[config.mk]
export PLATFORM = sky130hd
export DESIGN_NAME = rob_commit
export DESIGN_NICKNAME = d
export VERILOG_FILES = /design/src/rtl/rob_commit.sv
export SDC_FILE = /design/constraint.sdc
export NUM_CORES = 1
export LEC_CHECK = 0
export ABC_AREA = 1
export BUFFER_PORTS_ARGS = -buffer_cell sky130_fd_sc_hd__buf_2
export CAP_MARGIN = 25
export CELL_PAD_IN_SITES_DETAIL_PLACEMENT = 1
export CELL_PAD_IN_SITES_GLOBAL_PLACEMENT = 1
export CORE_MARGIN = 3
export CORE_UTILIZATION = 38
export CTS_CLUSTER_DIAMETER = 150
export DETAILED_ROUTE_END_ITERATION = 8
export GPL_TIMING_DRIVEN = 0
export PLACE_DENSITY = 0.9
export SLEW_MARGIN = 20
export SYNTH_ARGS = -nofsm -noshare
export SYNTH_HDL_FRONTEND = slang
export SYNTH_SLANG_ARGS = --single-unit
[constraint.sdc]
create_clock -name clk -period 3.9 [get_ports clk]
set_input_delay 0.195 -clock clk [delete_from_list [all_inputs] [get_ports clk]]
set_output_delay 0.195 -clock clk [all_outputs]
set_load 0.01 [all_outputs]
[src/rtl/rob_commit.sv]
// rob_commit: in-order two-wide ROB retirement with committed RAT, free-list returns and exception flush.
// Define ROB_COMMIT_STATS_EN to build the stat_commits/stat_stalls counters.
module rob_commit #(
    parameter int ROB_ENTRIES = 16,
    parameter int NUM_AREGS   = 16,
    parameter int NUM_PREGS   = 64,
    localparam int HW = $clog2(ROB_ENTRIES),
    localparam int AW = $clog2(NUM_AREGS),
    localparam int PW = $clog2(NUM_PREGS)
) (
    input  logic                            clk,
    input  logic                            reset,
    input  logic                            clear,
    input  logic                            enabled,
    input  logic [ROB_ENTRIES-1:0]          rob_valid,
    input  logic [ROB_ENTRIES-1:0]          rob_busy,
    input  logic [ROB_ENTRIES-1:0]          rob_exception,
    input  logic [ROB_ENTRIES-1:0]          rob_mstart,
    input  logic [ROB_ENTRIES-1:0]          rob_mend,
    input  logic [ROB_ENTRIES-1:0][AW-1:0]  rob_areg,
    input  logic [ROB_ENTRIES-1:0][PW-1:0]  rob_preg,
    output logic [ROB_ENTRIES-1:0]          rob_release,
    output logic [1:0]                      free_valid,
    output logic [PW-1:0]                   free_preg0,
    output logic [PW-1:0]                   free_preg1,
    output logic [1:0]                      commit_count,
    output logic                            exc_flush,
    output logic [HW-1:0]                   head,
    output logic [31:0]                     stat_commits,
    output logic [31:0]                     stat_stalls
);
    typedef enum logic {RUN, FLUSH} state_t;
    state_t state, nxt_state;
    logic [PW-1:0] arch [NUM_AREGS];
    logic [HW-1:0] h1;
    logic [AW-1:0] a0, a1;
    logic [PW-1:0] p0, p1, old0, old1, nxt_free0, nxt_free1;
    logic rdy0, rdy1, exc0, go, take0, take1, nxt_flush;
    logic [1:0] nxt_free_valid, nxt_count;
    logic [ROB_ENTRIES-1:0] nxt_release;

    always_comb begin
        h1 = head + 1'b1;
        a0 = rob_areg[head];
        a1 = rob_areg[h1];
        p0 = rob_preg[head];
        p1 = rob_preg[h1];
        rdy0 = rob_valid[head] && !rob_busy[head] && !rob_exception[head];
        rdy1 = rob_valid[h1] && !rob_busy[h1] && !rob_exception[h1];
        exc0 = rob_valid[head] && !rob_busy[head] && rob_exception[head];
        go = state == RUN && enabled && !clear;
        // A macro-op split across head and head+1 retires only as a pair.
        take0 = go && rdy0 && (rob_mend[head] || (rdy1 && rob_mend[h1]));
        take1 = go && rdy0 && rdy1 && rob_mend[h1] && (rob_mend[head] ? rob_mstart[h1] : 1'b1);
        old0 = arch[a0];
        old1 = (a1 == a0) ? p0 : arch[a1];
        nxt_free_valid = {take1 && old1 != '0 && old1 != p1, take0 && old0 != '0 && old0 != p0};
        nxt_free0 = nxt_free_valid[0] ? old0 : '0;
        nxt_free1 = nxt_free_valid[1] ? old1 : '0;
        nxt_count = {1'b0, take0} + {1'b0, take1};
        nxt_flush = go && exc0;
        nxt_release = nxt_flush ? '1 :
            (({{(ROB_ENTRIES-1){1'b0}}, take0} << head) | ({{(ROB_ENTRIES-1){1'b0}}, take1} << h1));
        nxt_state = nxt_flush ? FLUSH : RUN;
    end

    always_ff @(posedge clk) begin
        if (reset || clear) begin
            state <= RUN;
            head <= '0;
            rob_release <= '0;
            free_valid <= '0;
            free_preg0 <= '0;
            free_preg1 <= '0;
            commit_count <= '0;
            exc_flush <= 1'b0;
            if (reset) arch <= '{default: '0};
        end else begin
            state <= nxt_state;
            head <= (state == FLUSH) ? '0 : head + HW'(nxt_count);
            rob_release <= nxt_release;
            free_valid <= nxt_free_valid;
            free_preg0 <= nxt_free0;
            free_preg1 <= nxt_free1;
            commit_count <= nxt_count;
            exc_flush <= nxt_flush;
            if (take0) arch[a0] <= p0;
            if (take1) arch[a1] <= p1;
        end
    end

`ifdef ROB_COMMIT_STATS_EN
    always_ff @(posedge clk) begin
        if (reset) begin
            stat_commits <= '0;
            stat_stalls <= '0;
        end else begin
            stat_commits <= stat_commits + 32'(nxt_count);
            stat_stalls <= stat_stalls + 32'(go && rob_valid[head] && nxt_count == '0);
        end
    end
`else
    assign stat_commits = '0;
    assign stat_stalls = '0;
`endif
endmodule
* Yosys cells after proc, flatten, opt, wreduce, memory -nomap -nowiden
Index checks and enable logic that the tools add are counted.
** Cells by class
- Equal/unequal tests :: 4
- Reduce and logical (&&, ||, !) cells :: 32
- Multipliers :: 0
- $add $sub $neg :: 3
- Shift operators :: 2
- Bitwise logic cells :: 6
- Multiplexer cells :: 47
- Div/mod/pow operators :: 0
- Magnitude comparators :: 6
** Operator list (count)
- $mux 96 :: 5
- $bwmux 96 :: 2
- $bmux 6 s4 :: 4
- $mux 6 :: 9
- $demux 6 s4 :: 2
- $bmux 1 s4 :: 9
- $bmux 4 s4 :: 2
- $shl 1x4->16 :: 2
- $logic_and 1x1->1 :: 20
- $mux 16 :: 1
- $or 16x16->16 :: 1
- $ne 6x6->1 :: 2
- $reduce_bool 6->1 :: 2
- $mux 1 :: 11
- $ge 5x5->1 const B :: 2
- $lt 4x5->1 const B :: 2
- $lt 5x1->1 const B :: 2
- $not 4->5 :: 2
- $mux 4 :: 2
- $reduce_or 2->1 :: 3
- $logic_not 1->1 :: 5
- $add 4x1->4 const B :: 1
- $add 4x2->4 :: 1
- $eq 4x4->1 :: 1
- other kinds (4) :: 7
** Storage, ports and cells
- Latch bits :: 0
- Memories kept :: 0
- Bits in read-only memories :: 0
- Flip-flop bits (word level) :: 134
- Memory bits (writable) :: 0
- Word-level logic and storage cells :: 124
- Output and inout port bits :: 101

* Logic depth before layout (Yosys ltp)
- Word-level depth :: 14
- Gate-level depth with buffers :: 25
- Depth with buffers taken out :: 22

* Worst setup path after synthesis
No wires, ideal clock.
- Kind :: register to register
- Start point :: register head[1]
- End point :: register head[2]
- Data required time :: 3836 ps
- Arrival time :: 3235 ps
- Stages on the path, launching flop included :: 18
- Buffers on the path :: 4
- Slack :: 601 ps
- Period minus slack after synthesis :: 3299 ps
- Cells stage by stage :: dfxtp_1 ha_1 buf_2 inv_1 buf_2 buf_2 buf_2 o311ai_1 nand3_1 nand3_1 nand2_4 inv_2 ha_1 ha_1 inv_1 fa_1 xor2_1 nor2_1
** Between the ends
- Word-level cells in the longest chain between the ends :: 11
** RTL lines
- from (decl) :: line 28 : output logic [HW-1:0] head,
- from (signal assigned) :: line 80 : head <= (state == FLUSH) ? '0 : head + HW'(nxt_count);
- $add 4x1->4 or $bmux 1 s4 (tied branches) :: line 43, 48
- $bmux 1 s4 or $mux 1 (tied branches) :: line 49, 48
- $mux 1 (implied by the code) or $logic_not 1->1 (tied branches) :: line 49, 48
- $logic_not 1->1 or $logic_and 1x1->1 (tied branches) :: line 49, 48
- $logic_and 1x1->1, on equally long branches :: line 49, 48
- $logic_and 1x1->1, on equally long branches :: line 49, 53, 54
- $logic_and 1x1->1, on equally long branches :: line 53, 54
- $logic_or 1x1->1 or $logic_and 1x1->1 (tied branches) :: line 53, 54
- $logic_and 1x1->1, on equally long branches :: line 53, 54
- $add 1x1->2 (*) :: line 60 : nxt_count = {1'b0, take0} + {1'b0, take1};
- named net nxt_count[0] :: line 39 : logic [1:0] nxt_free_valid, nxt_count;
- $add 4x2->4 (*) :: line 80
Mark *: on every way through the listed nets, which the timed path passes. The rest lies on a longest branch. The select of a mux whose other input is x is not followed.
A chain may end at the register's enable or synchronous reset.

* Worst setup path after layout
- Start point :: register head[2]
- End point :: register arch[38] (netlist name), data pin
** Between the ends
- Word-level cells in the longest chain between the ends :: 14
** RTL lines
- parallel branches: the longest is 12 deep, another holds $ge 5x5->1
- $mux 96 (*) :: line 88 : if (take1) arch[a1] <= p1;
- $mux 96 (*) :: line 68 : if (reset || clear) begin
- to (signal, indexed assignment) :: line 87 : if (take0) arch[a0] <= p0;
- to (signal, indexed assignment) :: line 88
- to (decl) :: line 34 : logic [PW-1:0] arch [NUM_AREGS];
Every way passes the cells marked *. The select of a mux whose other input is x is not followed.

==> metrics <==
run status completed; Netlist cell types 47; first drt pass iteration count 5; RSZ-0062 raised after global routing false; CTS HTree Levels 4; Yosys reg bits between 100 and 150; Worst Path Required 4.19 ns; First DRT Iteration DRCs 2265; clk slew on worst S/H paths 0.07 ns; worst hold path type input pin to register; post-layout min period 3.88 ns; final worst slack 0.0166 ns; Syn. warnings 0; P_leak 8.91 nW; Final Setup Violations 0; met3 global-route usage between 7 and 8%; FILL cells between 5000 and 6000; largest net degree at the start of global routing 50; cell taking the most area after synthesis edfxtp_1; Peak VDD IR 0.288 mV; Die X-Extent 201 um; Root Buffer clkbuf_16; clock skew 0.00986 ns; GRT Total Usage 39.1%; post-route ant nets 0; Tcrit/Tclk final 99.6%; Worst-Margin Slew 0.914 ns; kind of critical path register to register; final core occ 47.2%; cell area after synthesis 0.0144 mm2; DR vias 19700; Core Box Area ~0.037 mm2; row count 70; Max Root-Sink Buffers 2; layout cell share with drive strength beyond 1 between 20% and 30%; setup TNS 0 ns; die area 0.0404 mm2; Syn Inst Count about 2400; Die Span Y 201 um; PD cells approximately 260 mW/mm2; Final #Nets just over 3000; GP Congestion 1.01; initial antenna violation count 13; EDFF count, synth 96; Slew Limit Fails 0; Post-DP HPWL 63400 um; met1 usage 52.8%; Area Growth Syn to Fin 21.2%; first-pass GRT wire length 121000 um; vias in the first global route 19300; crit start category register; Max Cap Viol 0; I/O pins 345; syn_area_per_cell 5.94 um2; clk_lat worst skew 0.45 ns; Seq/Total Area, Yosys 25.1%; GR peak layer met2; ranking of synthesized cells by area edfxtp_1, nand2_1, nand3_1; WL/cell 24.9 um; Most used DFF post-synth edfxtp_1; count leader, synth nand2_1; routed vias/inst between 5 and 6; Synth top area share 20.0%; asr flop ratio synth 0%; final hold slack 0.393 ns; clock tree sinks 133; Initial Util 39.0%; final hold violations 0; slew margin rel. 39.1%; most frequent cells after synthesis nand2_1, nand3_1, inv_1, a21oi_1, nor2_1; critical path peak fanout 10; global route total overflow 0; FMAX about 0.26 GHz; hold-fix buffers at CTS 0; Worst Setup End Kind register; CP Data Arrival Time 4.17 ns; routing usage on met2 60.8%; # DRC 0; IO Port Bufs between 200 and 300; Place WS -0.575 ns; CTS buffer count 17; total length of routed wires 82900 um; CTS tree built
==> logic make-up after synthesis <==
logic type	Yosys count	synth area share, %
simple gates	1407	42.6
buf+inv	501	16.4
compound gates	382	15.0
flops	133	25.1
fa+ha+maj	5	0.485
xor+xnor	3	0.364
other cells	1	0.0260
==> stage by stage <==
step | std cells | total power [mW] | cell area [um2]
final | 3329 | 4.57 | 17500
after global routing | 3329 | 4.70 | 17500
after CTS | 3313 | 4.49 | 17400
after detailed placement | 3280 | 2.81 | 16700
after global placement | 3279 | 2.78 | 16700
after floorplan | 2495 | 2.31 | 14700
==> where the power goes <==
group | internal, mW | switching, mW | total (mW)
registers | 1.58 | 0.0295 | 1.61
clock network | 0.996 | 0.726 | 1.72
logic | 0.377 | 0.858 | 1.24
total | 2.95 | 1.61 | 4.57
==> critical path, stage by stage, from the launching register on <==
cell and delay [ns]:
dfxtp_1 0.41, inv_2 0.22, buf_2 0.34, buf_2 0.35, buf_2 0.40, a21oi_1 0.08
o2111ai_1 0.09, nand3_1 0.09, nand2_1 0.26, clkinv_1 0.47, clkbuf_1 0.51, nand3_1 0.22
nand3_1 0.09, a21oi_1 0.17
==> metal layers <==
metal	wire length, um	up-vias
li1	-	8598
met3	8610	256
met5	31	-
met2	36600	1330
met4	4080	4
met1	33600	9502
==> sequential cells by signal (all words and copies together), names as in the netlist <==
name	cells
arch	96
rob_release	16
free_preg0	6
free_preg1	6
head	4
commit_count	2
free_valid	2
exc_flush	1
==> repair_timing <==
item,4_1_cts,5_1_grt
endpoints found under the setup margin,94,98
pin swaps,1,1
buffers inserted,1,5
gates resized for setup,15,35
hold endpoints to repair,0,0
gates cloned,0,0
==> final cells by class <==
cell class,count,area [um2],area share (%)
Multi-Input combinational cell,1861,8730,49.9
Timing Repair Buffer,287,1470,8.42
Buffer,210,1310,7.49
Clock inverter,15,164,0.937
Inverter,291,1110,6.35
Clock buffer,17,425,2.43
Antenna cell,11,27.5,0.157
Tap cell,504,631,3.60
Sequential cell,133,3620,20.7
==> placed cells by master (no fill, tap or decap), drive strengths merged <==
master    instances
nand2           815
nand3           396
edfxtp           96
a221o             1
ha                4
o211ai           31
clkbuf           68
o221ai           13
a22oi             5
or2               1
conb             64
bufinv            3
buf             446
nor3              9
a32oi             1
clkinvlp          6
nand4            12
nor3b             1
a31oi             4
o41ai             2
o21ai           114
inv             277
o311ai           12
diode            11
fa                1
o2111ai           5
o22ai            20
a21oi           171
xnor2             1
clkinv           20
dfxtp            37
a211o             1
o21bai            2
xor2              2
nor2            168
nor4              5
==> path summary, 6_finish.rpt <==
| kind | start | end | slack (ns) | depth (start not counted) |
|---|---|---|---|---|
| worst min-delay path | reset | head[1] | 0.39 | 5 |
| worst min register to register | exc_flush | head[1] | 0.69 | 2 |
| worst max register to register | head[2] | arch[38] | 0.02 | 13 |
| worst max-delay path | head[2] | arch[38] | 0.02 | 13 |
Note: power is estimated with default switching activity, not from simulation.
